`src/rtl/viterbi_sched.sv`:
```
// Two-channel round-robin front end feeding one Viterbi decoder core, one frame in flight.
// Optional RUN watchdog: define VITERBI_SCHED_TIMEOUT_EN to abort a stalled decode after TIMEOUT cycles.
module viterbi_sched #(
  parameter int FRAME_W = 14,
  parameter int DATA_W  = 7,
  parameter int TIMEOUT = 32
) (
  input  logic               clk,
  input  logic               rst_n,
  input  logic               req0,
  input  logic [FRAME_W-1:0] frame0,
  output logic               ack0,
  input  logic               req1,
  input  logic [FRAME_W-1:0] frame1,
  output logic               ack1,
  output logic               core_start,
  output logic [FRAME_W-1:0] core_frame,
  input  logic               core_done,
  input  logic [DATA_W-1:0]  core_data,
  output logic               out_valid,
  output logic [DATA_W-1:0]  out_data,
  output logic               out_ch,
  input  logic               out_ready,
  output logic               busy,
  output logic               err
);

  typedef enum logic [1:0] {IDLE, LOAD, RUN, HOLD} state_t;

  state_t             r_state;
  state_t             w_next;
  logic               r_ch;
  logic               r_prio1;
  logic               r_out_ch;
  logic [FRAME_W-1:0] r_frame;
  logic [DATA_W-1:0]  r_out_data;
  logic               w_any_req;
  logic               w_grant_ch;
  logic               w_timeout;

  // r_prio1 set means channel 1 wins a tie; cleared by reset so channel 0 wins first.
  assign w_any_req  = req0 | req1;
  assign w_grant_ch = (req0 & req1) ? r_prio1 : req1;

`ifdef VITERBI_SCHED_TIMEOUT_EN
  localparam int CNT_W = (TIMEOUT > 1) ? $clog2(TIMEOUT) : 1;
  logic [CNT_W-1:0] r_cnt;

  always_ff @(posedge clk) begin
    if (!rst_n || r_state != RUN) r_cnt <= '0;
    else                          r_cnt <= r_cnt + 1'b1;
  end

  // A core_done arriving in the expiry cycle takes precedence over the abort.
  assign w_timeout = (r_state == RUN) && !core_done && (r_cnt == CNT_W'(TIMEOUT - 1));
`else
  assign w_timeout = 1'b0;
`endif

  always_ff @(posedge clk) begin
    if (!rst_n) r_state <= IDLE;
    else        r_state <= w_next;
  end

  always_comb begin
    w_next = r_state;
    case (r_state)
      IDLE:    if (w_any_req) w_next = LOAD;
      LOAD:    w_next = RUN;
      RUN: begin
        if (core_done)      w_next = HOLD;
        else if (w_timeout) w_next = IDLE;
      end
      HOLD:    if (out_ready) w_next = IDLE;
      default: w_next = IDLE;
    endcase
  end

  always_comb begin
    ack0       = 1'b0;
    ack1       = 1'b0;
    core_start = 1'b0;
    out_valid  = 1'b0;
    busy       = 1'b1;
    err        = 1'b0;
    case (r_state)
      IDLE: busy = 1'b0;
      LOAD: begin
        core_start = 1'b1;
        ack0       = ~r_ch;
        ack1       = r_ch;
      end
      RUN:  err = w_timeout;
      HOLD: out_valid = 1'b1;
      default: busy = 1'b1;
    endcase
  end

  always_ff @(posedge clk) begin
    if (!rst_n) begin
      r_frame    <= '0;
      r_ch       <= 1'b0;
      r_prio1    <= 1'b0;
      r_out_data <= '0;
      r_out_ch   <= 1'b0;
    end else begin
      if (r_state == IDLE && w_any_req) begin
        r_frame <= w_grant_ch ? frame1 : frame0;
        r_ch    <= w_grant_ch;
        r_prio1 <= ~w_grant_ch;
      end
      if (r_state == RUN && core_done) begin
        r_out_data <= core_data;
        r_out_ch   <= r_ch;
      end
    end
  end

  assign core_frame = r_frame;
  assign out_data   = r_out_data;
  assign out_ch     = r_out_ch;

endmodule
```
`config.mk`:
```
export PLATFORM = sky130hd
export DESIGN_NAME = viterbi_sched
export DESIGN_NICKNAME = d
export VERILOG_FILES = /design/src/rtl/viterbi_sched.sv
export SDC_FILE = /design/constraint.sdc
export NUM_CORES = 1
export LEC_CHECK = 0
export BUFFER_PORTS_ARGS = -buffer_cell sky130_fd_sc_hd__buf_4
export CORE_ASPECT_RATIO = 1.25
export CORE_MARGIN = 5
export CORE_UTILIZATION = 30
export CTS_CLUSTER_SIZE = 40
export DETAILED_ROUTE_END_ITERATION = 6
export PLACE_DENSITY = 0.64
export SLEW_MARGIN = 25
export SYNTH_ARGS = -nofsm -noshare
export SYNTH_HDL_FRONTEND = slang
export SYNTH_SLANG_ARGS = --single-unit
export TNS_END_PERCENT = 30
```
`constraint.sdc`:
```
create_clock -name clk -period 2 [get_ports clk]
set_input_delay 0.1 -clock clk [delete_from_list [all_inputs] [get_ports clk]]
set_output_delay 0.1 -clock clk [all_outputs]
set_load 0.02 [all_outputs]
```
==> impl_results.md, run 1 <==
* Final #Nets at 231
* Outcome: complete, no violations
* Hold path cells at 2
* Final wirelength at 3205 um
* GR Layer Usage met3 at 0.02958
* Most common cell after layout, fill and taps aside: buf_4
* GRT Residual Overflow at 0
* Starting Density at 0.3087
* Vias per std cell at 5.206
* Post-Route Utilization at 0.4563
* WS Path Type: flop to flop
* DR DRC count at 0
* RSZ-0062 raised after global routing: no
* Largest net degree at the start of global routing at 31
* Min Tclk post-route at 1.754 ns
* CP max stage cell: dfxtp_1
* Initial antenna violation count at 0
* TNS Setup at 0 ns
* Ports at 69
* TritonRoute pass-1 iters at 5
* Die area at 0.005213 mm^2
* Crit-path max FO at 14
* Row cnt at 25
* PwrDens at 1128 mW/mm^2
* Initial drt markers at 66
* Hold WC Path Type: input pin to flop
* Maximum clock frequency at 570.2 MHz
* Sequential element share of the synthesized area at 0.4492
* Reg area at 520.5 um^2
* DR WL/cell at 14.37 um
* Worst-margin pin slew at 0.8033 ns
* Worst skew pair latency at 0.27 ns
* Yosys cell types at 25
* Syn_nets at 167
* Grt peak-use layer: met2
* FF+latch count, synth at 26
* YS warnings at 0
* Hold Vio Cnt, Final at 0
* Hold EP: core_frame[5]$_SDFFE_PN0P_
* Worst Path Required at 2.16 ns
* Multi-input logic area at 564.3 um^2
* CTS tree: done
* DP Wirelength at 2482 um
* Clock Skew at 0.002939 ns
* GRT Util Overall at 0.1208
* Fraction of layout cells with a size suffix above 1 at 0.4044
* R2R depth at 6
* Crit path capture type: flop
* Peak supply drop at 0.3694 mV
* Vias in the first global route at 1075
* Min-delay src: frame1[5]
* N_diodes at 0
* Critical path's largest stage delay at 0.35 ns
* Final Wtd Congestion at 0.7884
* Die Height at 79.48 um
* Core Footprint at 0.003754 mm^2
* Max Cap Violations at 0
* # Post-CTS Setup Buffers at 0
* Routed Antenna Nets at 0
* Hold_ws at 0.04678 ns
* Final count of negative-setup-slack endpoints at 0
* Port Buffers at 67
* Htree depth at 1
* Die Width at 65.59 um
* Max Root-Sink Buffers at 2
* Highest-count cells in the layout ignoring fill and taps: buf_4, dfxtp_1, and3_1, a221o_1, nand2_1
* Filler Cell Count at 361
* Fin crit share at 0.8768
* Root buf cell: clkbuf_8
* Clock-pin slew on the worst setup and hold paths at 0.09 ns
* Cell Area, Synth at 0.001159 mm^2
* Setup crit start kind: flop
* M2 GR Usage at 0.1986
* R2R Path End: core_frame[9]$_SDFFE_PN0P_
* # clock sinks at 26
* Synthesized area per cell at 9.575 um^2
* Met1 Usage GRT at 0.1490
* CP cell instances: inv_1 -> ha_1 -> buf_4 -> o21ai_1 -> and3_1 -> a221o_1
* Arr. time, crit path at 1.91 ns
* P&R area growth vs syn at 47.84%
* Hold_buf cts at 0
* Syn Inst Count at 121
* Post-CTS Resized at 0
* Flop2flop setup slack at 0.25 ns
* Via count at 1161
* First-pass GRT wire length at 5016 um
* P_leak at 0.8553 nW
* Final slew viol count at 0
* Total CTS buffers at 3
* Worst slew margin at 0.4608
* R2R Path Start: r_state[0]$_SDFFE_PN0P_
==> report_power, final <==
part / internal (W) / switching (W)
Clock: 0.000135 / 0.000159
Sequential: 0.000641 / 0.0000785
Combinational: 0.000420 / 0.000498
==> cell families (layout without fill, tap and decap cells) <==
family,Yosys count,after routing,share of synthesized area
buf+inv,15,77,0.06696
flops,26,26,0.4492
simple gates,43,43,0.1944
compound gates,29,29,0.2149
mux,2,2,0.01728
fa+ha+maj,5,5,0.05400
other cells,1,1,0.003237
==> stage by stage <==
stage	instance area [um^2]	total power [W]	cells	worst slack, ns
floorplan	1159	0.001278	121	0.4505
global placement	1668	0.001629	220	0.1849
detailed placement	1668	0.001657	220	0.05077
CTS	1709	0.001949	223	0.02847
global route	1713	0.002068	223	0.1116
finish	1713	0.001932	223	0.2464
==> flip-flops by register name, summed over array words and instances (netlist names) <==
signal	cells
r_ch	1
r_prio1	1
r_state	2
out_ch	1
core_frame	14
out_data	7
==> synthesized netlist by cell type <==
master,instances,share of area
o21ai_1,1,0.0043
nor2_1,2,0.0065
nand2_1,13,0.042
a222oi_1,1,0.0086
nand2b_1,1,0.0054
nor2b_1,2,0.011
and4_4,1,0.0097
dfxtp_1,26,0.45
clkbuf_1,5,0.016
and3_1,14,0.076
buf_4,1,0.0065
and2_1,1,0.0054
ha_1,5,0.054
nand3_1,9,0.039
conb_1,1,0.0032
o21a_1,1,0.0065
buf_6,2,0.019
o21ai_0,1,0.0043
a21oi_1,1,0.0043
buf_2,2,0.0086
a32oi_1,1,0.0076
a21boi_0,9,0.058
a221o_1,14,0.12
inv_1,5,0.016
mux2i_1,2,0.017
==> worst max-delay path by stage <==
stage / from / to / slack [ns] / cells after the start
floorplan: r_state[0]$_SDFFE_PN0P_ / core_frame[10]$_SDFFE_PN0P_ / 0.45 / 6
global placement: r_state[0]$_SDFFE_PN0P_ / core_frame[10]$_SDFFE_PN0P_ / 0.18 / 5
detailed placement: r_state[0]$_SDFFE_PN0P_ / core_frame[10]$_SDFFE_PN0P_ / 0.05 / 5
CTS: r_state[0]$_SDFFE_PN0P_ / core_frame[9]$_SDFFE_PN0P_ / 0.03 / 5
global route: r_state[0]$_SDFFE_PN0P_ / core_frame[3]$_SDFFE_PN0P_ / 0.11 / 6
finish: r_state[0]$_SDFFE_PN0P_ / core_frame[9]$_SDFFE_PN0P_ / 0.25 / 6
==> cell type report <==
| cell class | count | share of cell area |
|---|---|---|
| Multi-Input combinational cell | 80 | 0.3294 |
| Sequential cell | 26 | 0.3039 |
| Timing Repair Buffer | 69 | 0.3024 |
| Tap cell | 40 | 0.02922 |
| Clock buffer | 3 | 0.02411 |
| Inverter | 5 | 0.01096 |
==> critical path, delay by kind of cell (launching register included) <==
family | cells | cell delay (ns)
buffers and inverters | 2 | 0.26
adders and majority gates | 1 | 0.18
and+or+nand+nor | 1 | 0.31
AOI/OAI and AO/OA | 2 | 0.54
DFF | 1 | 0.35
==> per-layer routing <==
metal | part of all wire | wire length (um)
met5 | 0 | 0
met4 | 0.019 | 61
met3 | 0.086 | 275
met2 | 0.48 | 1553
met1 | 0.41 | 1315
No activity file was read; power rests on OpenSTA's default activity.
==> inputs of run 2 (changes only) <==
REMOVE_ABC_BUFFERS = 1   (was default)
==> run 2 against run 1 <==
  * Core utilization is 0.80 points higher
  * Worst hold slack worse by 0.010 ns
  * Maximum frequency is 2.2% lower
  * Critical path depth stayed put
  * Final area is 1.8% higher
  * Largest power group unchanged
==> impl_results.md, run 2 (synthesis gave the netlist of run 1 again) <==
* Outcome: complete, no violations
* Final count of negative-setup-slack endpoints at 0 (unchanged)
* Critical path's top delay family: compound AO/OA/AOI/OAI gates
* Final slew viol count at 0 (unchanged)
* CTS tree: done
* Die Height at 79.48 um (unchanged)
* Die Width at 65.59 um (unchanged)
* Sequential Power Share at 0.345 (-0.027)
* Fraction of layout cells with a size suffix above 1 at 0.4076 (+0.003237)
* Htree depth at 1 (unchanged)
* Vias in the first global route at 1098 (+2.1%)
* Clock Skew at 0.003405 ns (+0.0004665 ns)
* Switching Share at 0.3652 (-0.01558)
* RSZ-0062 raised after global routing: no
* Final #Nets at 231 (unchanged)
* Routed Antenna Nets at 0 (unchanged)
* P&R area growth vs syn at 50.43%
* Worst slew margin at 0.4033 (-0.05751)
* Min Tclk post-route at 1.794 ns (+0.04015 ns)
* P_leak at 0.8694 nW (+1.7%)
* Worst Path Required at 2.17 ns (about the same)
* Post-Route Utilization at 0.4643 (+0.008000)
* Root buf cell: clkbuf_8
* Setup crit start kind: flop
* DR WL/cell at 15.25 um (+6.1%)
* Port Buffers at 67 (unchanged)
* TNS Setup at 0 ns (unchanged)
* Post-CTS Resized at 0 (unchanged)
* Number of cells on the critical path at 6 (unchanged)
* Maximum clock frequency at 557.5 MHz (-2.2%)
* Initial antenna violation count at 0 (unchanged)
* Max Root-Sink Buffers at 2 (unchanged)
* Logic pwr share at 0.444 (-0.031)
* Final wirelength at 3417 um (+6.6%)
* Highest-count cells in the layout ignoring fill and taps: buf_4, dfxtp_1, and3_1, a221o_1, nand2_1
* Initial drt markers at 57 (-14%)
* Crit path capture type: flop
* WP buf/inv at 2 (unchanged)
* Vias per std cell at 5.134 (-1.4%)
* CP max stage cell: dfxtp_1
* Worst skew pair latency at 0.28 ns (about the same)
* GRT Residual Overflow at 0 (unchanged)
* Part of the power in the clock network at 0.211 (+0.059)
* Total CTS buffers at 3 (unchanged)
* Max Cap Violations at 0 (unchanged)
* Arr. time, crit path at 1.96 ns (+0.05 ns)
* # clock sinks at 26 (unchanged)
* Ports at 69 (unchanged)
* Hold_buf cts at 0 (unchanged)
* Hold path cells at 2 (unchanged)
* Hold WC Path Type: input pin to flop
* Starting Density at 0.3087 (unchanged)
* Final Wtd Congestion at 0.6977 (-12%)
* Peak supply drop at 0.3620 mV (-2.0%)
* Largest register FFs at 14 (unchanged)
* Clock-pin slew on the worst setup and hold paths at 0.09 ns (about the same)
* Crit-path max FO at 14 (unchanged)
* Die area at 0.005213 mm^2 (unchanged)
* First-pass GRT wire length at 5175 um (+3.2%)
* # Post-CTS Setup Buffers at 0 (unchanged)
* Most common cell after layout, fill and taps aside: buf_4
* Critical path's largest stage delay at 0.36 ns (about the same)
* N_diodes at 0 (unchanged)
* TritonRoute pass-1 iters at 4 (-1)
* R2R depth at 6 (unchanged)
* GRT Util Overall at 0.1279 (+0.007113)
* Via count at 1150 (-0.95%)
* Worst-margin pin slew at 0.8890 ns (+0.08569 ns)
* PwrDens at 1201 mW/mm^2 (+6.5%)
* Row cnt at 25 (unchanged)
* Hold Vio Cnt, Final at 0 (unchanged)
* CP cell instances: inv_1 -> ha_1 -> buf_4 -> o21ai_1 -> and3_1 -> a221o_1
* WS Path Type: flop to flop
* Largest net degree at the start of global routing at 31 (unchanged)
* DR DRC count at 0 (unchanged)
* Internal power at 0.001329 W (+11%)
* NetSw at 0.0007645 W (+3.9%)
* DP Wirelength at 2595 um (+4.6%)
* Fin crit share at 0.8969 (+0.02008)
* Core Footprint at 0.003754 mm^2 (unchanged)
run 2: changes by cell type in the layout (fill, tap and decap cells not counted), sizes merged:
cell,previous run,this run
bufinv,0,1
run 2: through the flow:
step / worst slack (ns) / cell area [um^2] / std cells / total power (W) / hold WS [ns]
after global routing: 0.09728 / 1743 / 224 / 0.002217 / 0.03245
after floorplan: 0.3781 / 1100 / 111 / 0.001244 / 0.2175
after global placement: 0.1696 / 1668 / 220 / 0.001629 / 0.3228
final: 0.2062 / 1743 / 224 / 0.002093 / 0.03658
after CTS: 0.009233 / 1739 / 224 / 0.002111 / 0.03276
after detailed placement: 0.03705 / 1668 / 220 / 0.001664 / 0.3270
run 2: final cells by class:
cell class	instances	area, um^2
Timing Repair Buffer	69	518.0
Sequential cell	26	520.5
Tap cell	40	50.05
Clock buffer	3	41.29
Multi-Input combinational cell	80	564.3
Inverter	5	18.77
Fill cell	360	2011
Clock inverter	1	30.03
run 2: worst paths after layout:
path / from / end / slack (ns)
setup / recovery: r_state[0]$_SDFFE_PN0P_ / core_frame[1]$_SDFFE_PN0P_ / 0.21
hold / removal: frame0[6] / core_frame[6]$_SDFFE_PN0P_ / 0.04
setup reg to reg: r_state[0]$_SDFFE_PN0P_ / core_frame[1]$_SDFFE_PN0P_ / 0.21
hold reg to reg: out_data[6]$_SDFFE_PN0P_ / out_data[6]$_SDFFE_PN0P_ / 0.47
run 2: power by group through the flow:
stage	Sequential [W]	Clock [W]	Combinational (W)
2_1_floorplan	0.000823	0	0.000420
3_3_place_gp	0.000723	0	0.000907
3_5_place_dp	0.000727	0	0.000938
4_1_cts	0.000718	0.000456	0.000937
5_1_grt	0.000738	0.000473	0.00101
6_report	0.000721	0.000442	0.000930
run 2: per-layer routing:
layer / wire length (um) / track usage / vias up / part of all wire
li1: - / - / 566 / -
met1: 1393 / 0.1442 / 535 / 0.41
met2: 1692 / 0.2270 / 44 / 0.50
met3: 281 / 0.03662 / 5 / 0.082
met4: 50 / 0.04357 / 0 / 0.015
met5: 0 / 0 / - / 0
